`config.mk`:
```
export PLATFORM = sky130hd
export DESIGN_NAME = pipeline_hazard_ctrl
export DESIGN_NICKNAME = d
export VERILOG_FILES = /design/src/rtl/pipeline_hazard_ctrl.sv
export SDC_FILE = /design/constraint.sdc
export NUM_CORES = 1
export LEC_CHECK = 0
export ABC_AREA = 1
export CORE_ASPECT_RATIO = 1.25
export CORE_MARGIN = 5
export CORE_UTILIZATION = 25
export CTS_CLUSTER_SIZE = 40
export DETAILED_ROUTE_END_ITERATION = 8
export GPL_TIMING_DRIVEN = 1
export SYNTH_ARGS = -nofsm -noshare
export SYNTH_HDL_FRONTEND = slang
export SYNTH_SLANG_ARGS = --single-unit
```
`constraint.sdc`:
```
create_clock -name clk -period 3.7 [get_ports clk]
set_input_delay 0.74 -clock clk [delete_from_list [all_inputs] [get_ports clk]]
set_output_delay 0.74 -clock clk [all_outputs]
set_load 0.01 [all_outputs]
```
`src/rtl/pipeline_hazard_ctrl.sv`:
```
// ----------------------------------------------------------------------------
// pipeline_hazard_ctrl
//
// Central stall/flush scheduler for the 5-stage MINI-RISC pipeline. It sits
// beside the decode-stage control unit and decides, every cycle, whether the
// PC, IF/ID and ID/EX registers advance, hold, flush or take a bubble.
//
// Handled situations, highest priority first while running:
//   - taken jump resolved in EX   -> flush IF/ID, bubble ID/EX
//   - load-use interlock          -> freeze PC and IF/ID for one cycle, bubble
//   - MUL/DIV entering EX         -> hold EX for MULDIV_CYCLES cycles in total
//   - HALT entering EX            -> freeze front end until a resume pulse
//
// Ports
//   clk            system clock, rising edge
//   reset          asynchronous, active-high reset
//   id_rs1/id_rs2  source registers of the instruction in ID
//   id_use_rs1/2   ID instruction actually reads rs1 / rs2
//   id_muldiv      ID instruction is MUL or DIV
//   id_halt        ID instruction is HALT
//   ex_rd          destination register of the instruction in EX
//   ex_mem_read    EX instruction is a LOAD
//   ex_jump_taken  jump/branch resolved taken in EX
//   resume         single-cycle pulse releasing the halted state
//   pc_write       PC update enable
//   if_id_write    IF/ID load enable
//   if_id_flush    IF/ID clear to NOP
//   id_ex_bubble   ID/EX loads a NOP
//   ex_hold        EX stage and ID/EX keep their contents
//   muldiv_busy    MUL/DIV occupies EX
//   halted         pipeline halted
//   stall_cycles   saturating count of stalled (non-halted) cycles
// ----------------------------------------------------------------------------
module pipeline_hazard_ctrl #(
    parameter int REG_ADDR_W    = 3,
    parameter int MULDIV_CYCLES = 4,
    parameter int CNT_W         = 16
) (
    input  logic                  clk,
    input  logic                  reset,
    input  logic [REG_ADDR_W-1:0] id_rs1,
    input  logic [REG_ADDR_W-1:0] id_rs2,
    input  logic                  id_use_rs1,
    input  logic                  id_use_rs2,
    input  logic                  id_muldiv,
    input  logic                  id_halt,
    input  logic [REG_ADDR_W-1:0] ex_rd,
    input  logic                  ex_mem_read,
    input  logic                  ex_jump_taken,
    input  logic                  resume,
    output logic                  pc_write,
    output logic                  if_id_write,
    output logic                  if_id_flush,
    output logic                  id_ex_bubble,
    output logic                  ex_hold,
    output logic                  muldiv_busy,
    output logic                  halted,
    output logic [CNT_W-1:0]      stall_cycles
);

    // The down-counter only has to reach MULDIV_CYCLES-1 <= 14.
    localparam int          MD_CNT_W = 4;
    localparam logic [MD_CNT_W-1:0] MD_LOAD = MD_CNT_W'(MULDIV_CYCLES - 1);

    typedef enum logic [1:0] {
        ST_RUN    = 2'd0,
        ST_MULDIV = 2'd1,
        ST_HALTED = 2'd2
    } state_t;

    state_t               state;
    state_t               state_next;
    logic [MD_CNT_W-1:0]  md_cnt;
    logic [MD_CNT_W-1:0]  md_cnt_next;

    // Decoded control before the reset override is applied.
    logic run_pc_write;
    logic run_if_id_write;
    logic run_if_id_flush;
    logic run_id_ex_bubble;
    logic run_ex_hold;
    logic run_muldiv_busy;
    logic run_halted;

    logic load_use;
    logic stall_inc;

    // ------------------------------------------------------------------------
    // Load-use hazard: the LOAD in EX produces a value that the ID
    // instruction needs next cycle, which forwarding cannot supply yet.
    // Register 0 is an ordinary register here, so no zero check.
    // ------------------------------------------------------------------------
    always_comb begin
        load_use = ex_mem_read &&
                   ((id_use_rs1 && (id_rs1 == ex_rd)) ||
                    (id_use_rs2 && (id_rs2 == ex_rd)));
    end

    // ------------------------------------------------------------------------
    // Next-state and control decode.
    // ------------------------------------------------------------------------
    always_comb begin
        // NOTE: every signal written here gets a default first; a path that
        // leaves one unassigned would infer a latch.
        state_next       = state;
        md_cnt_next      = md_cnt;
        run_pc_write     = 1'b1;
        run_if_id_write  = 1'b1;
        run_if_id_flush  = 1'b0;
        run_id_ex_bubble = 1'b0;
        run_ex_hold      = 1'b0;
        run_muldiv_busy  = 1'b0;
        run_halted       = 1'b0;

        unique case (state)
            ST_RUN: begin
                if (ex_jump_taken) begin
                    // The ID instruction is squashed, so its MUL/DIV or HALT
                    // decode must not start anything.
                    run_if_id_flush  = 1'b1;
                    run_id_ex_bubble = 1'b1;
                end else if (load_use) begin
                    run_pc_write     = 1'b0;
                    run_if_id_write  = 1'b0;
                    run_id_ex_bubble = 1'b1;
                end else if (id_muldiv) begin
                    state_next  = ST_MULDIV;
                    md_cnt_next = MD_LOAD;
                end else if (id_halt) begin
                    state_next = ST_HALTED;
                end
            end

            ST_MULDIV: begin
                // The MUL/DIV already spent one EX cycle while still in RUN,
                // so the front end is frozen for MULDIV_CYCLES-1 cycles.
                run_pc_write    = 1'b0;
                run_if_id_write = 1'b0;
                run_ex_hold     = 1'b1;
                run_muldiv_busy = 1'b1;
                md_cnt_next     = md_cnt - 1'b1;
                if (md_cnt == MD_CNT_W'(1)) begin
                    state_next = ST_RUN;
                end
            end

            ST_HALTED: begin
                // Outputs keep the halted values even in the resume cycle;
                // the front end restarts on the following cycle.
                run_pc_write     = 1'b0;
                run_if_id_write  = 1'b0;
                run_id_ex_bubble = 1'b1;
                run_halted       = 1'b1;
                if (resume) begin
                    state_next = ST_RUN;
                end
            end

            default: begin
                state_next  = ST_RUN;
                md_cnt_next = '0;
            end
        endcase
    end

    // ------------------------------------------------------------------------
    // Output stage. Reset is applied combinationally so the pipeline is
    // flushed and frozen the instant reset rises, not at the next edge.
    // ------------------------------------------------------------------------
    always_comb begin
        if (reset) begin
            pc_write     = 1'b0;
            if_id_write  = 1'b0;
            if_id_flush  = 1'b1;
            id_ex_bubble = 1'b1;
            ex_hold      = 1'b0;
            muldiv_busy  = 1'b0;
            halted       = 1'b0;
        end else begin
            pc_write     = run_pc_write;
            if_id_write  = run_if_id_write;
            if_id_flush  = run_if_id_flush;
            id_ex_bubble = run_id_ex_bubble;
            ex_hold      = run_ex_hold;
            muldiv_busy  = run_muldiv_busy;
            halted       = run_halted;
        end
    end

    // Halted cycles are deliberate, not hazards, so they are not counted.
    always_comb begin
        stall_inc = !pc_write && (state != ST_HALTED);
    end

    // ------------------------------------------------------------------------
    // State, MUL/DIV down-counter and performance counter.
    // ------------------------------------------------------------------------
    always_ff @(posedge clk or posedge reset) begin
        if (reset) begin
            // NOTE: sequential state uses non-blocking assignments so every
            // register samples the pre-edge values of the others.
            state  <= ST_RUN;
            md_cnt <= '0;
        end else begin
            state  <= state_next;
            md_cnt <= md_cnt_next;
        end
    end

    always_ff @(posedge clk or posedge reset) begin
        if (reset) begin
            stall_cycles <= '0;
        end else if (stall_inc && (stall_cycles != {CNT_W{1'b1}})) begin
            stall_cycles <= stall_cycles + CNT_W'(1);
        end
    end

`ifndef SYNTHESIS
    // At most one of flush, hold and halted may be active in a cycle.
    always_comb begin
        assert ($onehot0({if_id_flush, ex_hold, halted}))
            else $error("flush/hold/halted overlap");
    end
`endif

endmodule

```
==> metrics.md <==
| Metric | Value |
|---|---|
| Status | complete, no violations |
| Routed len/inst | roughly 12 um |
| Yosys warns | 0 |
| CP peak stage delay | roughly 0.5 ns |
| Post-CTS sizing | 0 |
| Post-Syn Area | around 1700 um2 |
| Layout cells sized above 1 | roughly 8.3% |
| Syn-to-layout area delta | 33.31% |
| Most used cell, CP | nand2_1 |
| Gr ovfl total | 0 |
| Largest net degree at the start of global routing | 22 |
| Slew headroom | between 70% and 80% |
| First-pass GRT wire length | 7058 um |
| CP Capture Type | output port |
| Mapped Avg Cell Area | 6.974 um2 |
| IO Count | between 40 and 50 |
| DP HPWL | around 3200 um |
| Die Wd | a little over 80 um |
| #FFs+latches synth | 22 |
| First DRT Iteration DRCs | just over 90 |
| Port bufs | 40 |
| Final #Nets | roughly 300 |
| Clk pin slew, worst setup/hold paths | 0.09 ns |
| # rows | 33 |
| Post-synthesis mux area share | 0% |
| Final ANT Viol Nets | 0 |
| Clock latency on the worst-skew pair | 0.27 ns |
| GRT Total Usage | 10.69% |
| Crit-path slowest cell | clkdlybuf4s50_1 |
| Worst Path Buf+Inv | 3 |
| Sequential-to-total area share from yosys stat | 33.31% |
| CTS sink cnt | 22 |
| Finished Cell Area | ~2200 um2 |
| Data arrival, critical path | 2.43 ns |
| Detailed Route WL | approximately 4200 um |
| Max Root-Sink Buffers | 2 |
| Cell family with most CP delay | buffers and inverters |
| CTS tree | built |
| Hold Path Class | flip-flop to flip-flop |
| Core area | ~6500 um2 |
| Die Height | ~100 um |
| Setup TNS | 0 ns |
| Leak pwr | between 0.001 and 0.0015 uW |
| Post-synth cell types | 28 |
| CP Max Fanout | 6 |
| Synth Area in Simple Gates | a little over two fifths |
| Post-synthesis xor/xnor area fraction | 5.829% |
| Total power divided by cell area | about 510 nW/um2 |
| Fmax | roughly 320 MHz |
| # diodes | 0 |
| Vias per cell | 4.455 |
| Vias | 1,617 |
| Post-CTS Setup Bufs | 0 |
| Die area | around 8300 um2 |
| Fin. max-slew vios | 0 |
| Cts bufs inserted | 3 |
| Syn nets | 261 |
| CTS Hold Bufs | 0 |
| Routability Congestion | ~0.80 |
| Cells after synthesis | between 200 and 250 |
| Max-Cap Viols | 0 |
| Placed Area | about 2100 um2 |
| Util after Layout | between 30% and 40% |
| Initial antenna violation count | 0 |
| Final min period | about 3.2 ns |
| Crit share post-route | a little under nine tenths |
| Combinational family with the most area after synthesis | simple AND/OR/NAND/NOR gates |
| Final Hold Vio Count | 0 |
| Pwr Total | around 1100 uW |
| Vias in the first global route | 1,606 |
| RSZ-0062 raised after global routing | no |
| Startpoint types | primary input |
| Final setup violating endpoints | 0 |
| Initial Util | roughly a quarter |
| Clk_skew | around 0.0044 ns |
| CTS root buf | clkbuf_8 |
| Max IR drop VDD | about 310 uV |
| CP Class | primary input to output port |
| Synth Area in Adders | about 4.5% |
| Worst Path Required | a little under 3 ns |
| Worst-Margin Slew | 0.3209 ns |
| H-tree levels | 1 |
| CP Cell Sequence | clkdlybuf4s50_1 -> inv_1 -> nor2_1 -> nor2_1 -> nand2_1 -> nand2_1 -> nand2_1 -> nand2_1 -> nor2_2 -> nand2_1 -> clkdlybuf4s50_1 |
| Drt drc | 0 |
| Drt pass-1 iters | 4 |
| Synth Area in Compound Gates | between 3 and 4% |
| Fillers | ~700 |
## per-layer routing
layer  routed length (um)  global-route usage, %  part of all wire, %
met5                    0                      0                    0
met3                  304                  3.309                  7.3
met4                   64                  3.396                  1.5
met1                 1919                  13.14                   46
met2                 1887                  17.59                   45
## synth_stat cells
master	count	area [um2]
nand4_4	1	21.27
inv_2	2	7.510
ha_1	6	75.07
o22ai_1	1	6.260
nand3_2	2	20.02
xnor2_1	5	43.79
clkbuf_1	1	3.750
buf_4	4	30.03
o21ai_0	5	25.02
inv_1	26	97.59
buf_2	3	15.01
dfrtp_1	22	550.5
nand2_2	2	12.51
nor3_1	2	10.01
xor2_1	6	52.55
nor4_2	1	12.51
or2_1	1	6.260
a31oi_1	1	6.260
nor3_2	1	10.01
nand2_1	87	326.6
a21oi_1	3	15.01
buf_6	1	11.26
nor2_1	15	56.30
nand4_1	18	112.6
nand3_1	14	70.07
nor2_2	4	25.02
nor2_4	2	22.52
o31ai_1	1	7.510
## where the power goes
group          internal, uW  switching [uW]  leakage, uW
registers               296            67.3     0.000294
logic                   223             305     0.000707
clock network           145            82.4    0.0000357
total                   663             455      0.00104
## cells in the final DEF, fill, tap and decap left out, types with 3 or more instances in the layout
cell type and instances:
nand2_1 87, ha_1 6, a21oi_1 3, xnor2_1 5
o21ai_0 5, buf_4 4, nor2_1 15, inv_1 26
xor2_1 6, clkdlybuf4s50_1 40, dfrtp_1 22, nor2_2 4
nand3_1 14, nand4_1 18, clkbuf_8 3
## worst reg2reg max path: stages (launching register included)
cell and delay [ns]:
dfrtp_1 0.41, inv_1 0.09, ha_1 0.22, nand2_1 0.07, inv_1 0.07, nand3_1 0.10
nand2_2 0.10, buf_4 0.24, nand3_2 0.29, nand2_1 0.14, nand2_1 0.05
## final timing paths
check,from,endpoint,slack (ns),cells past startpoint
max,ex_rd[2],id_ex_bubble,0.53,11
min,md_cnt[1],md_cnt[1],0.52,2
max reg2reg,state[0],stall_cycles[10],1.81,10
min reg2reg,md_cnt[1],md_cnt[1],0.52,2
max in group asynchronous,reset,stall_cycles[14],2.64,3
min in group asynchronous,reset,md_cnt[3],0.89,3
## cell type report
cell class | count | area (um2) | area share [%]
Timing Repair Buffer | 44 | 430.4 | 19.53
Clock inverter | 1 | 30.03 | 1.363
Multi-Input combinational cell | 178 | 937.1 | 42.53
Clock buffer | 3 | 41.29 | 1.874
Inverter | 28 | 105.1 | 4.770
Sequential cell | 22 | 550.5 | 24.99
Tap cell | 87 | 108.9 | 4.940
## state kept, by name, summed over array words and instances, names as in the netlist
| signal | flops |
|---|---|
| stall_cycles | 16 |
| md_cnt | 4 |
| state | 2 |
## per-stage QoR
| stage | setup slack, ns | instances | hold WS, ns |
|---|---|---|---|
| after global placement | 0.5500 | 359 | 0.4917 |
| final | 0.5293 | 363 | 0.5189 |
| after global routing | 0.3098 | 363 | 0.5552 |
| after detailed placement | 0.5218 | 359 | 0.4966 |
| after CTS | 0.5040 | 363 | 0.5165 |
| after floorplan | 1.387 | 237 | 0.4635 |
## cells by family after synthesis
kind of cell / Yosys count
AOI/OAI and AO/OA: 11
DFF: 22
xor gates and xnor gates: 11
adders and majority gates: 6
buffers and inverters: 37
and+or+nand+nor: 150
(Power assumes the default switching activity.)
